$ cat src/rtl/game_counter_ctrl.sv
`default_nettype none
// ============================================================================
//  Module   : game_counter_ctrl
//  Purpose  : NUM_CH independent game counters. Each channel has:
//             - a programmable step and direction, with modular wrap
//             - runtime win/lose limits
//             - win/lose tallies of boundary landings
//             When a tally reaches its limit (or would overflow), the channel:
//             - pulses gameover for one cycle
//             - latches the result in who
//             - restarts at its start value on the following edge
//  Ports    : clk, rst (synchronous, active-high)
//             per channel i, flattened at [i*W +: W]:
//               in : dir, en, step, init, init_value, win_limit, lose_limit
//               out: count, winner, loser, win_tally, lose_tally, gameover,
//                    who (2'b10 win, 2'b01 lose, 2'b00 none)
//  Revision : 1.0  initial multi-channel release
// ============================================================================
module game_counter_ctrl #(
  parameter int NUM_CH  = 2,
  parameter int WIDTH   = 8,
  parameter int TALLY_W = 4,
  parameter int STEP_W  = 3
) (
  input  logic                        clk,
  input  logic                        rst,
  input  logic [NUM_CH-1:0]           dir,
  input  logic [NUM_CH-1:0]           en,
  input  logic [NUM_CH*STEP_W-1:0]    step,
  input  logic [NUM_CH-1:0]           init,
  input  logic [NUM_CH*WIDTH-1:0]     init_value,
  input  logic [NUM_CH*TALLY_W-1:0]   win_limit,
  input  logic [NUM_CH*TALLY_W-1:0]   lose_limit,
  output logic [NUM_CH*WIDTH-1:0]     count,
  output logic [NUM_CH-1:0]           winner,
  output logic [NUM_CH-1:0]           loser,
  output logic [NUM_CH*TALLY_W-1:0]   win_tally,
  output logic [NUM_CH*TALLY_W-1:0]   lose_tally,
  output logic [NUM_CH-1:0]           gameover,
  output logic [NUM_CH*2-1:0]         who
);

  localparam logic [WIDTH-1:0]   c_max       = '1;
  localparam logic [TALLY_W-1:0] c_tally_one = TALLY_W'(1);

  for (genvar i = 0; i < NUM_CH; i++) begin : g_ch
    logic [STEP_W-1:0]  step_i;
    logic [WIDTH-1:0]   step_ext;
    logic [WIDTH-1:0]   start_val;
    logic [WIDTH-1:0]   next_val;
    logic               loaded;
    logic               ev_win;
    logic               ev_lose;
    logic               end_win;
    logic               end_lose;
    logic [WIDTH-1:0]   count_q, count_d;
    logic [TALLY_W-1:0] win_tally_q, win_tally_d;
    logic [TALLY_W-1:0] lose_tally_q, lose_tally_d;
    logic               gameover_q, gameover_d;
    logic [1:0]         who_q, who_d;
    logic               restart_q, restart_d;

    assign step_i = step[i*STEP_W +: STEP_W];

    // The step is applied modulo 2^WIDTH, so only its low WIDTH bits matter.
    if (STEP_W >= WIDTH) begin : g_step_trunc
      assign step_ext = step_i[WIDTH-1:0];
    end else begin : g_step_zext
      assign step_ext = {{(WIDTH-STEP_W){1'b0}}, step_i};
    end

    assign start_val = dir[i] ? c_max : '0;

    always_comb begin
      count_d      = count_q;
      win_tally_d  = win_tally_q;
      lose_tally_d = lose_tally_q;
      gameover_d   = 1'b0;
      who_d        = who_q;
      restart_d    = 1'b0;
      next_val     = count_q;
      loaded       = 1'b0;
      ev_win       = 1'b0;
      ev_lose      = 1'b0;
      end_win      = 1'b0;
      end_lose     = 1'b0;

      if (restart_q) begin
        // Restart load is not a game event; tallies were cleared at game end.
        count_d = start_val;
      end else begin
        if (init[i]) begin
          next_val = init_value[i*WIDTH +: WIDTH];
          loaded   = 1'b1;
        end else if (en[i] && (step_i != '0)) begin
          next_val = dir[i] ? (count_q - step_ext) : (count_q + step_ext);
          loaded   = 1'b1;
        end
        count_d = next_val;

        ev_win  = loaded && (next_val == c_max);
        ev_lose = loaded && (next_val == '0);

        // Game ends when the incremented tally meets a non-zero limit, or
        // when the tally is saturated and would otherwise overflow.
        end_win  = ev_win &&
                   (((win_limit[i*TALLY_W +: TALLY_W] != '0) &&
                     ((win_tally_q + c_tally_one) == win_limit[i*TALLY_W +: TALLY_W])) ||
                    (win_tally_q == '1));
        end_lose = ev_lose &&
                   (((lose_limit[i*TALLY_W +: TALLY_W] != '0) &&
                     ((lose_tally_q + c_tally_one) == lose_limit[i*TALLY_W +: TALLY_W])) ||
                    (lose_tally_q == '1));

        if (end_win || end_lose) begin
          gameover_d   = 1'b1;
          who_d        = end_win ? 2'b10 : 2'b01;
          win_tally_d  = '0;
          lose_tally_d = '0;
          restart_d    = 1'b1;
        end else if (ev_win) begin
          win_tally_d  = win_tally_q + c_tally_one;
        end else if (ev_lose) begin
          lose_tally_d = lose_tally_q + c_tally_one;
        end
      end
    end

    always_ff @(posedge clk) begin
      if (rst) begin
        count_q      <= start_val;
        win_tally_q  <= '0;
        lose_tally_q <= '0;
        gameover_q   <= 1'b0;
        who_q        <= 2'b00;
        restart_q    <= 1'b0;
      end else begin
        count_q      <= count_d;
        win_tally_q  <= win_tally_d;
        lose_tally_q <= lose_tally_d;
        gameover_q   <= gameover_d;
        who_q        <= who_d;
        restart_q    <= restart_d;
      end
    end

    assign count[i*WIDTH +: WIDTH]        = count_q;
    assign winner[i]                      = (count_q == c_max);
    assign loser[i]                       = (count_q == '0);
    assign win_tally[i*TALLY_W +: TALLY_W]  = win_tally_q;
    assign lose_tally[i*TALLY_W +: TALLY_W] = lose_tally_q;
    assign gameover[i]                    = gameover_q;
    assign who[i*2 +: 2]                  = who_q;
  end

endmodule
`default_nettype wire

$ cat config.mk
export PLATFORM = sky130hd
export DESIGN_NAME = game_counter_ctrl
export DESIGN_NICKNAME = d
export VERILOG_FILES = /design/src/rtl/game_counter_ctrl.sv
export SDC_FILE = /design/constraint.sdc
export NUM_CORES = 1
export LEC_CHECK = 0
export ABC_AREA = 0
export CORE_MARGIN = 4
export CORE_UTILIZATION = 45
export DETAILED_ROUTE_END_ITERATION = 8
export PLACE_DENSITY = 0.86
export SKIP_LAST_GASP = 1
export SLEW_MARGIN = 10
export SYNTH_ARGS = -nofsm -noshare
export SYNTH_HDL_FRONTEND = slang
export SYNTH_SLANG_ARGS = --single-unit
export TNS_END_PERCENT = 20
$ cat constraint.sdc
create_clock -name clk -period 3.9 [get_ports clk]
set_clock_uncertainty 0.2 [all_clocks]
set_input_delay 0.585 -clock clk [delete_from_list [all_inputs] [get_ports clk]]
set_output_delay 0.585 -clock clk [all_outputs]
set_load 0.005 [all_outputs]
=== After elaboration in Yosys (flattened, before gate mapping) ===
Index checks and enable logic that the tools add are counted.
Widths: inputs -> output; s select.

* Input bits: 46
* Bits in registers: 38
* Output and inout port bits: 42
* Logic and storage cells: 110

* Reduce and logical (&&, ||, !) cells: 42
* Bitwise operators: 2
* $add $sub $neg: 8
* Equality and inequality tests: 14
* Multiplexer cells: 34

{| class="wikitable"
|+ Operators by type and width
! kind !! count
|-
| $mux 8 || 14
|-
| $mux 4 || 10
|-
| $eq 8x8->1 const B || 4
|-
| $logic_not 8->1 || 4
|-
| $add 4x1->4 const B || 4
|-
| $add 8x3->8 || 2
|-
| $eq 4x4->1 || 4
|-
| $eq 4x4->1 const B || 4
|-
| $reduce_bool 4->1 || 4
|-
| $sub 8x3->8 || 2
|-
| $logic_and 1x1->1 || 14
|-
| $mux 1 || 8
|-
| $reduce_and 2->1 || 4
|-
| $reduce_bool 2->1 || 4
|-
| $logic_or 1x1->1 || 6
|-
| $reduce_and 3->1 || 2
|-
| $reduce_bool 3->1 || 2
|-
| $mux 2 || 2
|-
| $ne 2x1->1 const B || 2
|-
| $reduce_or 2->1 || 2
|-
| $not 1->1 || 2
|}

=== Depth between registers and ports, before layout ===
* Word-level depth: 11
* Depth in mapped cells: 14
* Mapped depth without buffers: 14

=== Worst setup path after synthesis ===
OpenSTA, ideal clock, no wires.

* Path kind: in2reg
* From: input port step[3]
* To: register g_ch[1].lose_tally_q[0]
* Library setup time: 0.070 ns
* Arrival time: 3.695 ns
* Path buffers: 0
* Setup slack: -0.064 ns
* Cell stages on the path: 14
* Required time: 3.630 ns
* Cells stage by stage: inv_1 ha_1 ha_1 or2_2 ha_1 a21o_1 a21o_1 a221oi_2 a21oi_1 nor3_2 and4_2 o21ai_2 or4_1 a21oi_1

* Cells in the longest elaborated chain, start to end: 11
* Elaborated cells on any way between the ends: 22
* Those cells by class: add/sub: 2; eq/ne: 2; mux: 8; reduce/logical: 10

{| class="wikitable"
|+ Ends and longest elaborated chain
! item !! line !! source
|-
| start: declaration || 29 || <nowiki>input logic [NUM_CH*STEP_W-1:0] step,</nowiki>
|-
| $add 8x3->8, or another cell as far along || 96 || <nowiki>next_val = dir[i] ? (count_q - step_ext) : (count_q + step_ext);</nowiki>
|-
| $mux 8 or $logic_and 1x1->1 (tied branches) || 96, 95 ||
|-
| $mux 8 || 95 || <nowiki>end else if (en[i] && (step_i != '0)) begin</nowiki>
|-
| $mux 8 || 92 || <nowiki>if (init[i]) begin</nowiki>
|-
| $mux 8 || 88 || <nowiki>if (restart_q) begin</nowiki>
|-
| $eq 8x8->1 or $logic_not 8->1 (tied branches) || 101, 102 ||
|-
| $logic_and 1x1->1 (on tied branches) || 101, 102 ||
|-
| $logic_and 1x1->1 (on tied branches) || 106, 110 ||
|-
| $logic_or 1x1->1 || 115 || <nowiki>if (end_win || end_lose) begin</nowiki>
|-
| $ne 2x1->1 (no line) or $reduce_bool 2->1 (tied branches) || -- ||
|-
| $reduce_and 3->1 (no line) || -- ||
|-
| end signal: assignment || 140 || <nowiki>lose_tally_q <= lose_tally_d;</nowiki>
|-
| end: declaration || 58 || <nowiki>logic [TALLY_W-1:0] lose_tally_q, lose_tally_d;</nowiki>
|}

Parallel ways exist; a longest one is shown, timed or not. The select of a mux whose other input is x is not followed.
A chain may end at the register's enable or synchronous reset.

=== Final worst setup path ===
* From: input port step[0]
* To: register g_ch[0].win_tally_q[1]

* Cells in the longest elaborated chain, start to end: 11
* Elaborated cells on any way between the ends: 21
* Those cells by class: add/sub: 2; eq/ne: 1; mux: 8; reduce/logical: 10

{| class="wikitable"
|+ Ends and longest elaborated chain
! item !! line !! source
|-
| $add 8x3->8, or another cell as far along || 96 ||
|-
| $mux 8 or $logic_and 1x1->1 (tied branches) || 96, 95 ||
|-
| $mux 8 || 95 ||
|-
| $mux 8 || 92 ||
|-
| $mux 8 || 88 ||
|-
| $eq 8x8->1 or $logic_not 8->1 (tied branches) || 101, 102 ||
|-
| $logic_and 1x1->1 (on tied branches) || 101, 102 ||
|-
| $logic_and 1x1->1 (on tied branches) || 106, 110 ||
|-
| $logic_or 1x1->1 || 115 ||
|-
| $reduce_bool 2->1 (no line) || -- ||
|-
| $reduce_and 2->1 (no line) || -- ||
|-
| end signal: assignment || 139 || <nowiki>win_tally_q <= win_tally_d;</nowiki>
|-
| end: declaration || 57 || <nowiki>logic [TALLY_W-1:0] win_tally_q, win_tally_d;</nowiki>
|}

Parallel ways exist; a longest one is shown, timed or not. The select of a mux whose other input is x is not followed.

==> impl_results.md <==
* Final number of max-transition violations at 0
* Mapped cell area at 3470 sq um
* Post-Synthesis Mean Instance Area at 7.59 sq um
* Number of maximum-capacitance violations at 0
* Slowest Stage Delay on Critical Path at 550 ps
* Setup WS post-layout at -2.17 ps
* CTS clock-pin slew for the worst setup and hold paths at 70 ps
* Crit path cell chain: buf_6 > inv_2 > ha_4 > mux2_4 > fa_2 > xnor2_4 > a22o_1 > o31ai_4 > or4_4 > or4_4 > nor3_4 > nand3_2 > inv_1 > a22o_1
* Worst hold-check path type: flop to flop
* Int Power at 860 uW
* Violated checks: negative setup slack
* Antenna cells at 0
* Total gr overflow at 0
* Combinational share of power at 47.7%
* Via count of the first global-routing pass at 4062
* Biggest area consumer among synthesized cells: sky130_fd_sc_hd__dfxtp_1
* Async set or reset register ratio after synthesis at 0%
* Via Count at 4201
* Register share of total power at 33.1%
* Total wire length at 11.6 mm
* Starting density of the core at 47.1%
* Sum of net half-perimeters after detailed placement at 8.63 mm
* CTS sink count at 38
* # hold bufs at CTS at 0
* Placed cell count at 694
* Leak Pwr at 2.11 nW
* Pin count of the biggest net entering global routing at 19
* Cts bufs inserted at 5
* Core Rows at 31
* Die area at 9180 sq um
* Die boundary height at 95.8 microns
* Die X-Extent at 95.8 microns
* Count of input and output buffers at 87
* Share of total power in the clock network at 19.2%
* Count of endpoints failing setup in the final report at 1
* Number of synthesized flops with an enable pin at 0
* Power density cells at 253 nW/um^2
* Worst path arrival time at 3930 ps
* Worst endpoint required time at 3930 ps
* Clock Tree Root: sky130_fd_sc_hd__clkbuf_8
* Ys Warns at 0
* Flops & latches, synth at 38
* Peak ir drop on the vdd network at 0.163 mV
* Total Routing Usage GR at 24.4%
* Slowest stage cell on the critical path: sky130_fd_sc_hd__or4_4
* Clock tree from TritonCTS: built
* Setup repair after global routing missed its margin: true
* Count of mapped cells out of synthesis at 457
* Number of nets with antenna violations after detailed routing at 0
* First-pass detailed-route iteration total at 5
* Switching Power at 470 uW
* Layout Cells excl Fill at 704
* Max Freq at 256 MHz
* Latest clock arrival within the worst-skew pair at 290 ps
* Result of the run: complete, but fails checks
* Global placer's final weighted congestion at 0.963
* Most instantiated cells after synthesis: 51 x sky130_fd_sc_hd__nor2_1, 42 x sky130_fd_sc_hd__nand2_1, 38 x sky130_fd_sc_hd__dfxtp_1, 29 x sky130_fd_sc_hd__a21oi_1, 27 x sky130_fd_sc_hd__o21ai_0
* Post-layout nets at 675
* Area Growth Syn to Fin at 51.7%
* Placeable core area at 7370 sq um
* Share of the synthesized area in the top cell type at 21.9%
* Critical Setup Path Class: input pin to flop
* Worst setup slack after placement at -667 ps
* Clk buf depth at 2
* Post-layout min period at 3900 ps
* Number of DRC markers after the initial detailed-route iteration at 196
* Share of layout cells above drive strength 1 at 23.0%
* First-pass GRT wire length at 18.0 mm
* Synth area leaders: sky130_fd_sc_hd__dfxtp_1 22%, sky130_fd_sc_hd__ha_1 7.9%, sky130_fd_sc_hd__nor2_1 5.5%
* Number of design rule violations left after detail routing at 0
* Count of final hold-check violations at 0
* Actual slew at the worst max-slew pin at 676 ps
* Critical path fanouts, max at 3
* Detailed-route wire length per cell at 16.5 microns
* Relative slew margins at 54.8%
* CP endpoint kind: flop
* Most used flip-flop cell after synthesis: sky130_fd_sc_hd__dfxtp_1
* Synth unique cells at 73
* Total Power Consumption at 1.33 mW
* Net count after synthesis at 527
* Type of origin of the critical path: input pin
* Number of top-level pins at 88
* Hold WS at 276 ps
* Initial antenna violation count at 0
* Per-cell via count in the routed design at 5.97
* Sum Neg Setup Slack at -2.17 ps
* Share of the clock period used by the worst path after layout at 100%
* Most common cell in the synthesized netlist: sky130_fd_sc_hd__nor2_1
* CTS H-tree depth at 2
* Proportion of synthesized chip area in sequential cells at 21.9%
* Switching share of power at 35.3%
## critical path, delay by kind of cell
kind / cells / cell delay (ps)
buf+inv: 3 / 300
fa+ha+maj: 2 / 640
simple gates: 4 / 1450
compound gates: 3 / 460
mux: 1 / 280
xor+xnor: 1 / 200
## final timing paths
check	startpoint	to	slack, ps	depth (start not counted)
hold / removal	g_ch[0].who_q[1]$_SDFFE_PP0P_	g_ch[0].who_q[1]$_SDFFE_PP0P_	280	2
setup / recovery	step[0]	g_ch[0].win_tally_q[1]$_SDFFE_PP0P_	-2	14
hold reg to reg	g_ch[0].who_q[1]$_SDFFE_PP0P_	g_ch[0].who_q[1]$_SDFFE_PP0P_	280	2
setup reg to reg	g_ch[0].count_q[0]$_DFF_P_	g_ch[0].win_tally_q[1]$_SDFFE_PP0P_	220	12
## power groups by stage
stage | Sequential (mW) | Combinational, mW | Clock, mW
finish | 0.440 | 0.634 | 0.255
global route | 0.443 | 0.683 | 0.271
CTS | 0.438 | 0.577 | 0.257
floorplan | 0.438 | 0.283 | 0
global placement | 0.445 | 0.512 | 0
detailed placement | 0.445 | 0.533 | 0
## cell usage in the layout (no fill, tap or decap), types with 6 or more instances in the layout
master                            count
sky130_fd_sc_hd__o21ai_0             21
sky130_fd_sc_hd__clkdlybuf4s50_1     81
sky130_fd_sc_hd__ha_1                15
sky130_fd_sc_hd__nand2_1             42
sky130_fd_sc_hd__nor3b_1              6
sky130_fd_sc_hd__nand3_1             19
sky130_fd_sc_hd__nand2b_1            10
sky130_fd_sc_hd__xor2_1               6
sky130_fd_sc_hd__nor2b_1              8
sky130_fd_sc_hd__or4_1                6
sky130_fd_sc_hd__mux2i_1             10
sky130_fd_sc_hd__buf_4               67
sky130_fd_sc_hd__nor3_1              17
sky130_fd_sc_hd__inv_1               22
sky130_fd_sc_hd__xnor2_1             12
sky130_fd_sc_hd__a21oi_1             26
sky130_fd_sc_hd__dfxtp_1             38
sky130_fd_sc_hd__nor2_1              50
## through the flow
| stage | util [%] | area (sq um) |
|---|---|---|
| floorplan | - | 3480 |
| global placement | 66.2 | 4880 |
| detailed placement | 66.2 | 4880 |
| CTS | 69.4 | 5110 |
| global route | 71.4 | 5270 |
| finish | 71.4 | 5270 |
## area by class of cell
| cell class | instances | area, sq um |
|---|---|---|
| fill | 517 | 2100 |
| sequential | 38 | 761 |
| inverter | 25 | 96.3 |
| tap | 99 | 124 |
| clock buffer | 5 | 68.8 |
| timing repair buffer | 156 | 1410 |
| multi-input combinational | 379 | 2800 |
| clock inverter | 2 | 10.0 |
## cell families after synthesis
kind of cell	share of synthesized area (%)
AOI/OAI and AO/OA	22.5
and+or+nand+nor	31.2
adders and majority gates	9.09
xor gates and xnor gates	4.80
muxes	5.16
buffers and inverters	5.30
DFF	21.9
## routing by layer
layer / global-route usage [%] / vias up / part of all wire, %
met2: 46.2 / 185 / 52
met4: 11.8 / 0 / 3.6
met5: 0 / - / 0
met3: 2.58 / 40 / 5.8
met1: 26.9 / 2003 / 38
li1: - / 1973 / -
## state kept, by name, indices dropped and copies added (netlist names)
register and flops:
g_ch.who_q 4, g_ch.count_q 16, g_ch.win_tally_q 8, g_ch.lose_tally_q 8
g_ch.restart_q 2
## what timing repair did
| action | 4_1_cts | 5_1_grt |
|---|---|---|
| resized for setup | 41 | 34 |
| cloned | 0 | 0 |
| pin swaps | 12 | 19 |
| setup endpoints to repair | 22 | 21 |
| setup buffers | 0 | 3 |
No activity file was read; power rests on OpenSTA's default activity.
